`config.mk`:
```
export PLATFORM = sky130hd
export DESIGN_NAME = part4_subtraction
export DESIGN_NICKNAME = d
export VERILOG_FILES = /design/src/rtl/part4_subtraction.sv
export SDC_FILE = /design/constraint.sdc
export NUM_CORES = 1
export LEC_CHECK = 0
export BUFFER_PORTS_ARGS = -buffer_cell sky130_fd_sc_hd__buf_2
export CORE_MARGIN = 4
export CORE_UTILIZATION = 40
export CTS_CLUSTER_SIZE = 30
export DETAILED_ROUTE_END_ITERATION = 12
export PLACE_DENSITY = 0.55
export SYNTH_ARGS = -nofsm -noshare
export SYNTH_HDL_FRONTEND = slang
export SYNTH_SLANG_ARGS = --single-unit
```
`constraint.sdc`:
```
create_clock -name clk -period 5.55 [get_ports clk]
set_input_delay 1.11 -clock clk [delete_from_list [all_inputs] [get_ports clk]]
set_output_delay 1.11 -clock clk [all_outputs]
set_load 0.02 [all_outputs]
```
`src/rtl/part4_subtraction.sv`:
```
// Multi-cycle IEEE-754 single-precision subtractor (i1 - i2) with valid/ready handshakes.
// Truncating alignment, flush-to-zero on denormals, NaN output on any exponent-255 operand.
module part4_subtraction (
  input  logic        clk,
  input  logic        rst,
  input  logic        in_valid,
  output logic        in_ready,
  input  logic [31:0] i1,
  input  logic [31:0] i2,
  output logic        out_valid,
  input  logic        out_ready,
  output logic [31:0] diffAll
);

  typedef enum logic [2:0] {IDLE, ALIGN, ADD, NORM, DONE} state_t;

  state_t      r_state;
  state_t      w_stateNext;
  logic        r_signX;
  logic        r_signY;
  logic [7:0]  r_expX;
  logic [23:0] r_manX;
  logic [23:0] r_manY;
  logic [7:0]  r_d;
  logic [24:0] r_res;
  logic [31:0] r_diff;

  logic        w_accept;
  logic        w_special;
  logic        w_swap;
  logic [31:0] w_b;
  logic [31:0] w_x;
  logic [31:0] w_y;

  // Subtraction is addition of the negated subtrahend; the larger magnitude becomes X.
  assign w_b       = {~i2[31], i2[30:0]};
  assign w_swap    = w_b[30:0] > i1[30:0];
  assign w_x       = w_swap ? w_b : i1;
  assign w_y       = w_swap ? i1  : w_b;
  assign w_special = (i1[30:23] == 8'hFF) || (i2[30:23] == 8'hFF);
  assign w_accept  = in_valid && (r_state == IDLE);

  assign in_ready  = (r_state == IDLE);
  assign out_valid = (r_state == DONE);
  assign diffAll   = r_diff;

  always_ff @(posedge clk) begin
    if (rst) r_state <= IDLE;
    else     r_state <= w_stateNext;
  end

  always_comb begin
    w_stateNext = r_state;
    case (r_state)
      IDLE:  if (w_accept) w_stateNext = w_special ? DONE : ALIGN;
      ALIGN: if ((r_d > 8'd24) || (r_d <= 8'd1)) w_stateNext = ADD;
      ADD:   w_stateNext = NORM;
      NORM:  if ((r_res == 25'd0) || r_res[24] || r_res[23] || (r_expX <= 8'd1))
               w_stateNext = DONE;
      DONE:  if (out_ready) w_stateNext = IDLE;
      default: w_stateNext = IDLE;
    endcase
  end

  always_ff @(posedge clk) begin
    if (rst) begin
      r_signX <= 1'b0;
      r_signY <= 1'b0;
      r_expX  <= 8'd0;
      r_manX  <= 24'd0;
      r_manY  <= 24'd0;
      r_d     <= 8'd0;
      r_res   <= 25'd0;
      r_diff  <= 32'h0000_0000;
    end else begin
      case (r_state)
        IDLE: if (w_accept) begin
          r_signX <= w_x[31];
          r_signY <= w_y[31];
          r_expX  <= w_x[30:23];
          r_manX  <= (w_x[30:23] == 8'd0) ? 24'd0 : {1'b1, w_x[22:0]};
          r_manY  <= (w_y[30:23] == 8'd0) ? 24'd0 : {1'b1, w_y[22:0]};
          r_d     <= w_x[30:23] - w_y[30:23];
          if (w_special) r_diff <= 32'h7FC0_0000;
        end
        ALIGN: begin
          if (r_d > 8'd24) begin
            r_manY <= 24'd0;
            r_d    <= 8'd0;
          end else if (r_d != 8'd0) begin
            r_manY <= r_manY >> 1;
            r_d    <= r_d - 8'd1;
          end
        end
        ADD: begin
          if (r_signX == r_signY) r_res <= {1'b0, r_manX} + {1'b0, r_manY};
          else                    r_res <= {1'b0, r_manX} - {1'b0, r_manY};
        end
        // Left shifts happen one per cycle; the exponent may never be decremented to zero.
        NORM: begin
          if (r_res == 25'd0) begin
            r_diff <= 32'h0000_0000;
          end else if (r_res[24]) begin
            r_expX <= r_expX + 8'd1;
            if (r_expX == 8'd254) r_diff <= {r_signX, 8'hFF, 23'd0};
            else                  r_diff <= {r_signX, r_expX + 8'd1, r_res[23:1]};
          end else if (r_res[23]) begin
            r_diff <= {r_signX, r_expX, r_res[22:0]};
          end else if (r_expX <= 8'd1) begin
            r_diff <= 32'h0000_0000;
          end else begin
            r_res  <= {r_res[23:0], 1'b0};
            r_expX <= r_expX - 8'd1;
          end
        end
        default: ;
      endcase
    end
  end

endmodule

```
==> results of run 1 <==
-- cell usage after synthesis (7+ instances only) --
cell type / number / area share
nand2b_1: 13 / 0.0087
xnor2_1: 34 / 0.032
a22oi_1: 29 / 0.023
or4_1: 10 / 0.0080
o21ai_0: 58 / 0.031
a221oi_1: 18 / 0.017
and2_1: 8 / 0.0054
a21o_1: 14 / 0.011
nor3_1: 39 / 0.021
o211ai_1: 7 / 0.0056
nor2_1: 233 / 0.094
nand3_1: 19 / 0.010
nor4_1: 10 / 0.0067
nand2_1: 57 / 0.023
xor2_1: 14 / 0.013
a211oi_1: 41 / 0.033
a2bb2oi_1: 46 / 0.043
dfxtp_1: 126 / 0.27
clkbuf_1: 55 / 0.022
a21oi_1: 125 / 0.067
nor2b_1: 11 / 0.0074
buf_2: 12 / 0.0064
mux2i_1: 10 / 0.011
nand4_1: 16 / 0.011
ha_1: 64 / 0.086
inv_1: 53 / 0.021
-- final cells by class --
class	instances	area (sq um)
clock buffers	19	443
inverters	53	199
fillers	2342	12100
flip-flops and latches	126	2520
well taps	313	392
multi-input cells	985	6310
clock inverters	13	141
repair buffers	117	628
-- logic make-up (layout without fill, tap and decap cells) --
| group | after synthesis | after routing | share of synthesized area |
|---|---|---|---|
| simple gates | 442 | 442 | 0.216 |
| compound gates | 415 | 415 | 0.305 |
| buf+inv | 131 | 202 | 0.0571 |
| flops | 126 | 126 | 0.270 |
| fa+ha+maj | 65 | 65 | 0.0879 |
| xor+xnor | 48 | 48 | 0.0450 |
| mux | 15 | 15 | 0.0183 |
-- layout by cell type, fill, tap and decap left out, drive strengths merged, types with 6 or more instances in the layout --
master / count
nor3: 40
mux2i: 11
xnor2: 34
buf: 117
o211ai: 7
nand3: 19
a211oi: 43
nor2: 234
nor2b: 11
nor4: 13
and3: 7
xor2: 14
a21o: 14
o21ai: 63
nand2b: 13
a22oi: 29
clkbuf: 19
a221oi: 18
inv: 54
dfxtp: 126
a2bb2oi: 46
o22ai: 6
ha: 64
o21a: 7
and2: 8
nand2: 57
clkinvlp: 6
o31ai: 7
a21oi: 125
or4: 10
nand4: 17
-- flip-flops by register name, indices dropped and copies added (netlist names) --
| signal | count |
|---|---|
| diffAll | 32 |
| r_d | 8 |
| r_expX | 8 |
| r_manX | 24 |
| r_manY | 24 |
| r_res | 25 |
| r_signX | 1 |
| r_signY | 1 |
| r_state | 3 |
-- worst paths after layout --
kind	from	endpoint	slack [ps]
worst max-delay path	r_manY[2]	r_res[24]	940
worst min-delay path	r_manX[23]	r_manX[23]	470
worst max register to register	r_manY[2]	r_res[24]	940
worst min register to register	r_manX[23]	r_manX[23]	470
-- where the power goes --
group	switching (mW)	internal (mW)
sequential	0.327	1.15
combinational	1.82	1.27
clock	0.424	0.672
total	2.57	3.09
-- per-layer routing --
metal  vias to the layer above  global-route usage  routed length (microns)
met5                         -                   0                        0
met4                         0              0.0477                      327
met3                        23              0.0282                      897
met2                       192               0.280                    10400
met1                      4136               0.310                    14100
li1                       4675                   -                        -
-- worst max-delay path, stage by stage (launching register included) --
cell	delay, ps
dfxtp_1	380
nor3_1	300
nand3_1	140
or2_2	310
or3_1	380
or2_2	330
o41ai_1	350
xnor2_1	170
ha_1	310
a21o_1	180
a21o_1	160
a21oi_1	150
o21ai_0	100
a21oi_1	270
o21ai_0	320
o41ai_2	340
nand4b_1	140
o211a_1	170
==> impl_metrics.py, run 1 <==
metrics = {
    "outcome": {
        "status": "finished, final reports clean",
    },
    "worst_setup_path": {
        "crit_type": "flop to flop",
        "critPathCaptureType": "flop",
        "startpoint_type": "flop",
        "worst-path-max-fanout": 6,
        "r2r_cells": 17,
        "cp.required_ps": 5860,
        "critical_path_arrival_ps": 4920,
    },
    "cts": {
        "clk_latency_ps": 420,
        "clkTransAtPathRegs_ps": 60,
        "cts_resized": 0,
        "h-tree-depth": 4,
        "clockBufferDepth": 2,
        "hold_buffers": 0,
        "post_cts_buffers": 0,
        "cts-root-buf": "clkbuf_16",
        "cts_tree": "built",
        "clkSinkCount": 126,
        "cts_made_buffers": 17,
    },
    "floorplan": {
        "num_io_pins": 102,
        "rows": 55,
        "dieArea_sq_um": 25900,
        "die_h_microns": 161,
        "die_w_microns": 161,
        "initial_utilization": 0.410,
        "core_area_sq_um": 22800,
    },
    "timing": {
        "finalCriticalPeriod_ps": 4610,
        "timing.max_slew.rel_slack": 0.411,
        "rsz0062_at_grt": "false",
        "setup_viol": 0,
        "skew_ps": 7.85,
        "hold_violations": 0,
        "fin_crit_sh": 0.831,
        "drv_slew": 0,
        "tns_ps": 0,
        "hold_slack_ps": 470,
        "clock.fmax_mhz": 217,
        "tightestPinTransition_ps": 884,
        "setup_ws_ps": 940,
    },
    "synth": {
        "synth_edf_count": 0,
        "synthFlopType": "dfxtp_1",
        "yosysUniqueCellTypes": 81,
        "syn_inst": 1242,
        "syn_avg_cell_area_sq_um": 7.52,
        "synth-seq-cells": 126,
        "ys_seq_area_frac": 0.270,
        "syn_nets": 1375,
        "async_flop_share": 0,
        "synth_warnings": 0,
        "syn_area_sq_um": 9340,
    },
    "grt": {
        "grt_pass1_vias": 8087,
        "antenna_found_initial": 1,
        "grt_overflow": 0,
        "grt_max_degree": 58,
        "grt_pass1_wl_mm": 42.9,
        "grt_usage": 0.197,
    },
    "placement": {
        "place_ws_ps": 883,
        "routabilityCongestion": 0.856,
        "hpwl_mm": 19.4,
        "placed_area_sq_um": 10100,
        "placed_cells": 1594,
        "io_buffers": 101,
    },
    "drt": {
        "wire_per_inst_microns": 15.8,
        "drt_iter0_drc": 596,
        "drc_errors": 0,
        "dr.pass1.iters": 5,
        "vias": 9026,
        "wirelength_mm": 25.7,
        "ant_nets": 0,
        "via_per_inst": 5.55,
    },
    "pwr": {
        "p_total_mw": 5.66,
        "powerDensity_nw_per_um2": 532,
        "ir_worst_vdd_mv": 0.319,
        "leakagePower_nw": 4.47,
    },
    "min_path": {
        "hold_class": "flop to flop",
        "whs_path_depth": 2,
    },
    "finish": {
        "antenna_cells": 0,
        "design_area_sq_um": 10600,
        "area_growth_syn_to_layout_pct": 13.8,
        "final-instance-count-excl-fill": 1626,
        "post-route-util": 0.467,
        "nets": 1433,
        "final_layout_size_suffix_gt1_frac": 0.134,
    },
    "run": {
        "cap_violations": 0,
    },
}
Power figures use the tool's default switching activity.
==> run 2: changes to the inputs <==
- PLACE_DENSITY: 0.55 -> 0.57
- clock period: 5.55 -> 3.9 ns (I/O delays scaled with it)
==> run 2 against run 1 <==
Critical path depth is 2 lower; non-clock buffer count up 46; clock skew increased by 2.3 ps; design area rose by 5.2%; global-route usage rose by 0.14 points; worst hold slack worse by 12 ps; critical endpoint is now r_res[23]; count of clock-buffer cells in the layout rose by 3; sequential power increased by 38%.
==> impl_metrics.py, run 2 (same netlist as run 1, synthesis figures left out) <==
metrics = {
    "outcome": {
        "status": "finished, final reports clean",
    },
    "floorplan": {
        "dieArea_sq_um": 25900,
        "core_area_sq_um": 22800,
        "rows": 55,
        "initial_utilization": 0.410,
        "num_io_pins": 102,
        "die_h_microns": 161,
        "die_w_microns": 161,
    },
    "min_path": {
        "holdPathEnd": "r_manX[23]",
        "holdCritStartpoint": "r_manX[23]",
        "hold_class": "flop to flop",
        "whs_path_depth": 2,
    },
    "cts": {
        "cts-root-buf": "clkbuf_16",
        "clkSinkCount": 126,
        "clkTransAtPathRegs_ps": 60,
        "h-tree-depth": 4,
        "hold_buffers": 0,
        "cts_made_buffers": 17,
        "cts_tree": "built",
        "clockBufferDepth": 2,
        "clk_latency_ps": 420,
    },
    "timing": {
        "timing.max_slew.rel_slack": 0.251,
        "tightestPinTransition_ps": 1120,
        "drv_slew": 0,
        "setup_viol": 0,
        "hold_violations": 0,
        "fin_crit_sh": 1.00,
        "setup_ws_ps": 0.898,
        "finalCriticalPeriod_ps": 3900,
        "skew_ps": 10.2,
        "rsz0062_at_grt": "true",
        "clock.fmax_mhz": 256,
    },
    "worst_setup_path": {
        "crit_start": "r_manY[6]",
        "critPathMaxStageDelay_ps": 560,
        "crit_type": "flop to flop",
        "startpoint_type": "flop",
        "path_cells": "or4_1 -> or3_4 -> or2_4 -> buf_4 -> nor3_4 -> nor2_2 -> xor2_1 -> ha_1 -> a21oi_2 -> nor2b_1 -> o21ai_2 -> a2111oi_4 -> o41ai_2 -> xnor2_1 -> a2111oi_2",
        "critical_path_arrival_ps": 4210,
        "r2r-start": "r_manY[6]",
        "r2r_end": "r_res[23]",
        "critPathCaptureType": "flop",
        "crit_family": "simple AND/OR/NAND/NOR gates",
        "cpMaxStageDelayCell": "or4_1",
        "cp.required_ps": 4210,
        "r2r_cells": 15,
        "path_buf_inv": 1,
        "worst-path-max-fanout": 4,
        "reg2reg_slack_ps": 0.9,
    },
    "finish": {
        "final_common_cell": "nor2_1",
        "area_growth_syn_to_layout_pct": 19.7,
        "layout_common_cells": "nor2_1 (232), dfxtp_1 (125), a21oi_1 (123)",
        "antenna_cells": 0,
        "largest_register_ffs": 32,
        "final-instance-count-excl-fill": 1672,
        "final_layout_size_suffix_gt1_frac": 0.176,
        "nets": 1479,
    },
    "grt": {
        "antenna_found_initial": 0,
        "grt_usage": 0.199,
        "grt_pass1_wl_mm": 43.2,
        "grt_overflow": 0,
        "grt_pass1_vias": 8424,
        "grt_max_degree": 81,
    },
    "placement": {
        "place_ws_ps": -113,
        "io_buffers": 101,
        "routabilityCongestion": 0.867,
        "hpwl_mm": 19.8,
        "placed_cells": 1635,
    },
    "pwr": {
        "p_total_mw": 8.70,
        "ir_worst_vdd_mv": 0.305,
        "leakagePower_nw": 4.78,
        "powerDensity_nw_per_um2": 778,
    },
    "drt": {
        "wire_per_inst_microns": 15.6,
        "vias": 9237,
        "wirelength_mm": 26.2,
        "dr.pass1.iters": 6,
        "ant_nets": 0,
        "via_per_inst": 5.52,
        "drt_iter0_drc": 692,
        "drc_errors": 0,
    },
    "run": {
        "cap_violations": 0,
    },
}
## run 2: through the flow
step           TNS [ps]  hold WS, ps  instance area, sq um   util
2_1_floorplan         0          441                  9350      -
3_3_place_gp      -60.4          450                 10400  0.457
3_5_place_dp       -330          452                 10400  0.457
4_1_cts           -22.3          461                 11100  0.486
5_1_grt            -428          499                 11200  0.491
6_report              0          459                 11200  0.491
## run 2: area by class of cell
class / count / area, sq um
inverter: 53 / 199
tap: 313 / 392
fill: 2311 / 11600
clock buffer: 22 / 464
multi-input combinational: 985 / 6430
clock inverter: 10 / 161
timing repair buffer: 163 / 1010
sequential: 126 / 2520
## run 2: report_power, final
part | switching, mW | internal [mW]
Clock | 0.591 | 1.10
Combinational | 2.82 | 2.15
Sequential | 0.401 | 1.63
Total | 3.81 | 4.89
## run 2: worst max path at each step
stage	end	slack, ps	depth (start not counted)
after floorplan	r_res[23]	20	17
after global placement	r_res[20]	-30	17
after detailed placement	r_res[20]	-110	17
after CTS	r_res[23]	-20	16
after global routing	r_res[23]	-200	16
final	r_res[23]	0.9	15
## run 2: tightest hold or removal path: stages, from the launching register on
cell and delay [ps]:
dfxtp_1 310, nand2_1 50, a21oi_1 50
## run 2: metal layers
metal  vias to the layer above  track usage  routed length, microns
met5                         -            0                       0
met4                         0       0.0558                     384
met3                        23       0.0293                    1300
met2                       243        0.281                   10600
met1                      4213        0.309                   13900
li1                       4758            -                       -
## run 2: repair_timing
item,4_1_cts,5_1_grt
resized for setup,7,20
pin swaps,2,17
setup endpoints to repair,4,10
buffers inserted,2,3
==> run 3: changes to the inputs <==
- PLACE_DENSITY: 0.57 -> 0.58
- clock period: 3.9 -> 4.6 ns (I/O delays scaled with it)
==> run 3 against run 2 <==
Sequential power down 13%; via count down 1.5%; core utilization is 1.9 points lower; register-to-register slack gained 360 ps; clock skew up 2.2 ps; first-iteration DRC count down 3.9%; global-route usage is essentially flat; total power is 18% lower; worst hold slack gained 6.8 ps; non-clock buffer count decreased by 46.
==> impl_metrics.py, run 3 (same netlist as run 1, synthesis figures left out) <==
metrics = {
    "outcome": {
        "status": "finished, final reports clean",
    },
    "timing": {
        "fin_crit_sh": 0.922,
        "hold_slack_ps": 465,
        "tightestPinTransition_ps": 1220,
        "finalCriticalPeriod_ps": 4240,
        "setup_viol": 0,
        "tns_ps": 0,
        "skew_ps": 12.4,
        "timing.max_slew.rel_slack": 0.186,
        "setup_ws_ps": 359,
        "hold_violations": 0,
        "clock.fmax_mhz": 236,
        "drv_slew": 0,
        "rsz0062_at_grt": "false",
    },
    "grt": {
        "grt_max_degree": 56,
        "antenna_found_initial": 0,
        "grt_pass1_wl_mm": 42.9,
        "grt_pass1_vias": 8073,
        "grt_overflow": 0,
        "grt_usage": 0.198,
    },
    "worst_setup_path": {
        "crit_family": "simple AND/OR/NAND/NOR gates",
        "worst-path-max-fanout": 7,
        "path_buf_inv": 0,
        "startpoint_type": "flop",
        "cpMaxStageDelayCell": "or3_1",
        "cp.required_ps": 4920,
        "critPathCaptureType": "flop",
        "crit_type": "flop to flop",
        "path_cells": "nor3_2 -> nand3_1 -> or2_2 -> or3_1 -> or2_2 -> o21ai_0 -> xnor2_1 -> ha_1 -> nand4_1 -> nor2_1 -> a211oi_1 -> o31a_1 -> o21ai_1 -> a2111oi_2 -> o41ai_2 -> xnor2_1 -> a2111oi_2",
        "critPathMaxStageDelay_ps": 380,
        "critical_path_arrival_ps": 4560,
    },
    "finish": {
        "area_growth_syn_to_layout_pct": 15.2,
        "antenna_cells": 0,
        "design_area_sq_um": 10800,
        "multi_input_area_sq_um": 6330,
        "layout_common_cells": "nor2_1 (233), dfxtp_1 (126), a21oi_1 (124)",
        "nets": 1433,
        "final_layout_size_suffix_gt1_frac": 0.138,
        "post-route-util": 0.472,
        "largest_register_ffs": 32,
        "final-instance-count-excl-fill": 1626,
        "final_common_cell": "nor2_1",
        "ff_latch_area_sq_um": 2520,
        "fillCellCount": 2314,
    },
    "drt": {
        "drt_iter0_drc": 665,
        "vias": 9100,
        "via_per_inst": 5.60,
        "wire_per_inst_microns": 16.0,
        "drc_errors": 0,
        "dr.pass1.iters": 5,
        "ant_nets": 0,
        "wirelength_mm": 26.0,
    },
    "pwr": {
        "switchingPower_mw": 3.16,
        "ir_worst_vdd_mv": 0.300,
        "p_int_mw": 3.93,
        "p_total_mw": 7.10,
        "powerDensity_nw_per_um2": 659,
        "combPwrFrac": 0.534,
        "seq_power_share": 0.249,
        "swShare": 0.446,
        "leakagePower_nw": 4.55,
        "p_clk_frac": 0.216,
    },
    "cts": {
        "clockBufferDepth": 2,
        "cts-root-buf": "clkbuf_16",
        "clkTransAtPathRegs_ps": 60,
        "clk_latency_ps": 420,
        "clkSinkCount": 126,
        "h-tree-depth": 4,
        "post_cts_buffers": 0,
        "cts_tree": "built",
        "cts_made_buffers": 17,
    },
    "floorplan": {
        "core_area_sq_um": 22800,
        "dieArea_sq_um": 25900,
        "rows": 55,
        "die_w_microns": 161,
        "die_h_microns": 161,
        "num_io_pins": 102,
        "initial_utilization": 0.410,
    },
    "placement": {
        "placed_area_sq_um": 10100,
        "io_buffers": 101,
        "hpwl_mm": 19.2,
        "place_ws_ps": 276,
        "routabilityCongestion": 0.906,
        "placed_cells": 1594,
    },
    "min_path": {
        "hold_class": "flop to flop",
    },
    "run": {
        "cap_violations": 0,
    },
}
## run 3: cell type report
class	instances	area share
tap	313	0.0364
sequential	126	0.234
clock buffer	20	0.0434
clock inverter	12	0.0192
timing repair buffer	117	0.0595
multi-input combinational	985	0.589
inverter	53	0.0185
## run 3: what timing repair did
action / in CTS / in global routing
hold endpoints to repair: 0 / 0
hold buffers: 0 / 0
setup endpoints to repair: 0 / 3
gates resized for setup: 0 / 7
## run 3: worst register-to-register path, delay by kind of cell (launching register included)
kind                     cells  cell delay [ps]
adder cells (fa/ha/maj)      1              330
AO/OA/AOI/OAI                7             1560
flip-flops                   1              370
XOR/XNOR                     2              310
AND/OR/NAND/NOR              7             1560
## run 3: path summary, 6_finish.rpt
check / start / to / slack (ps) / cells after the start
setup / recovery: r_manY[2] / r_res[23] / 360 / 17
hold / removal: r_manX[23] / r_manX[23] / 470 / 2
setup reg to reg: r_manY[2] / r_res[23] / 360 / 17
hold reg to reg: r_manX[23] / r_manX[23] / 470 / 2
## run 3: power groups by stage
stage          combinational, mW  clock, mW  sequential [mW]
2_1_floorplan               2.98          0             1.66
3_3_place_gp                3.70          0             1.77
3_5_place_dp                3.73          0             1.78
4_1_cts                     3.76       1.56             1.76
5_1_grt                     4.25       1.61             1.82
6_report                    3.79       1.53             1.77
## run 3: routing by layer
metal | up-vias | routed length, microns | global-route usage
li1 | 4682 | - | -
met1 | 4163 | 13900 | 0.316
met2 | 230 | 10400 | 0.274
met3 | 25 | 1260 | 0.0282
met4 | 0 | 414 | 0.0539
met5 | - | 0 | 0
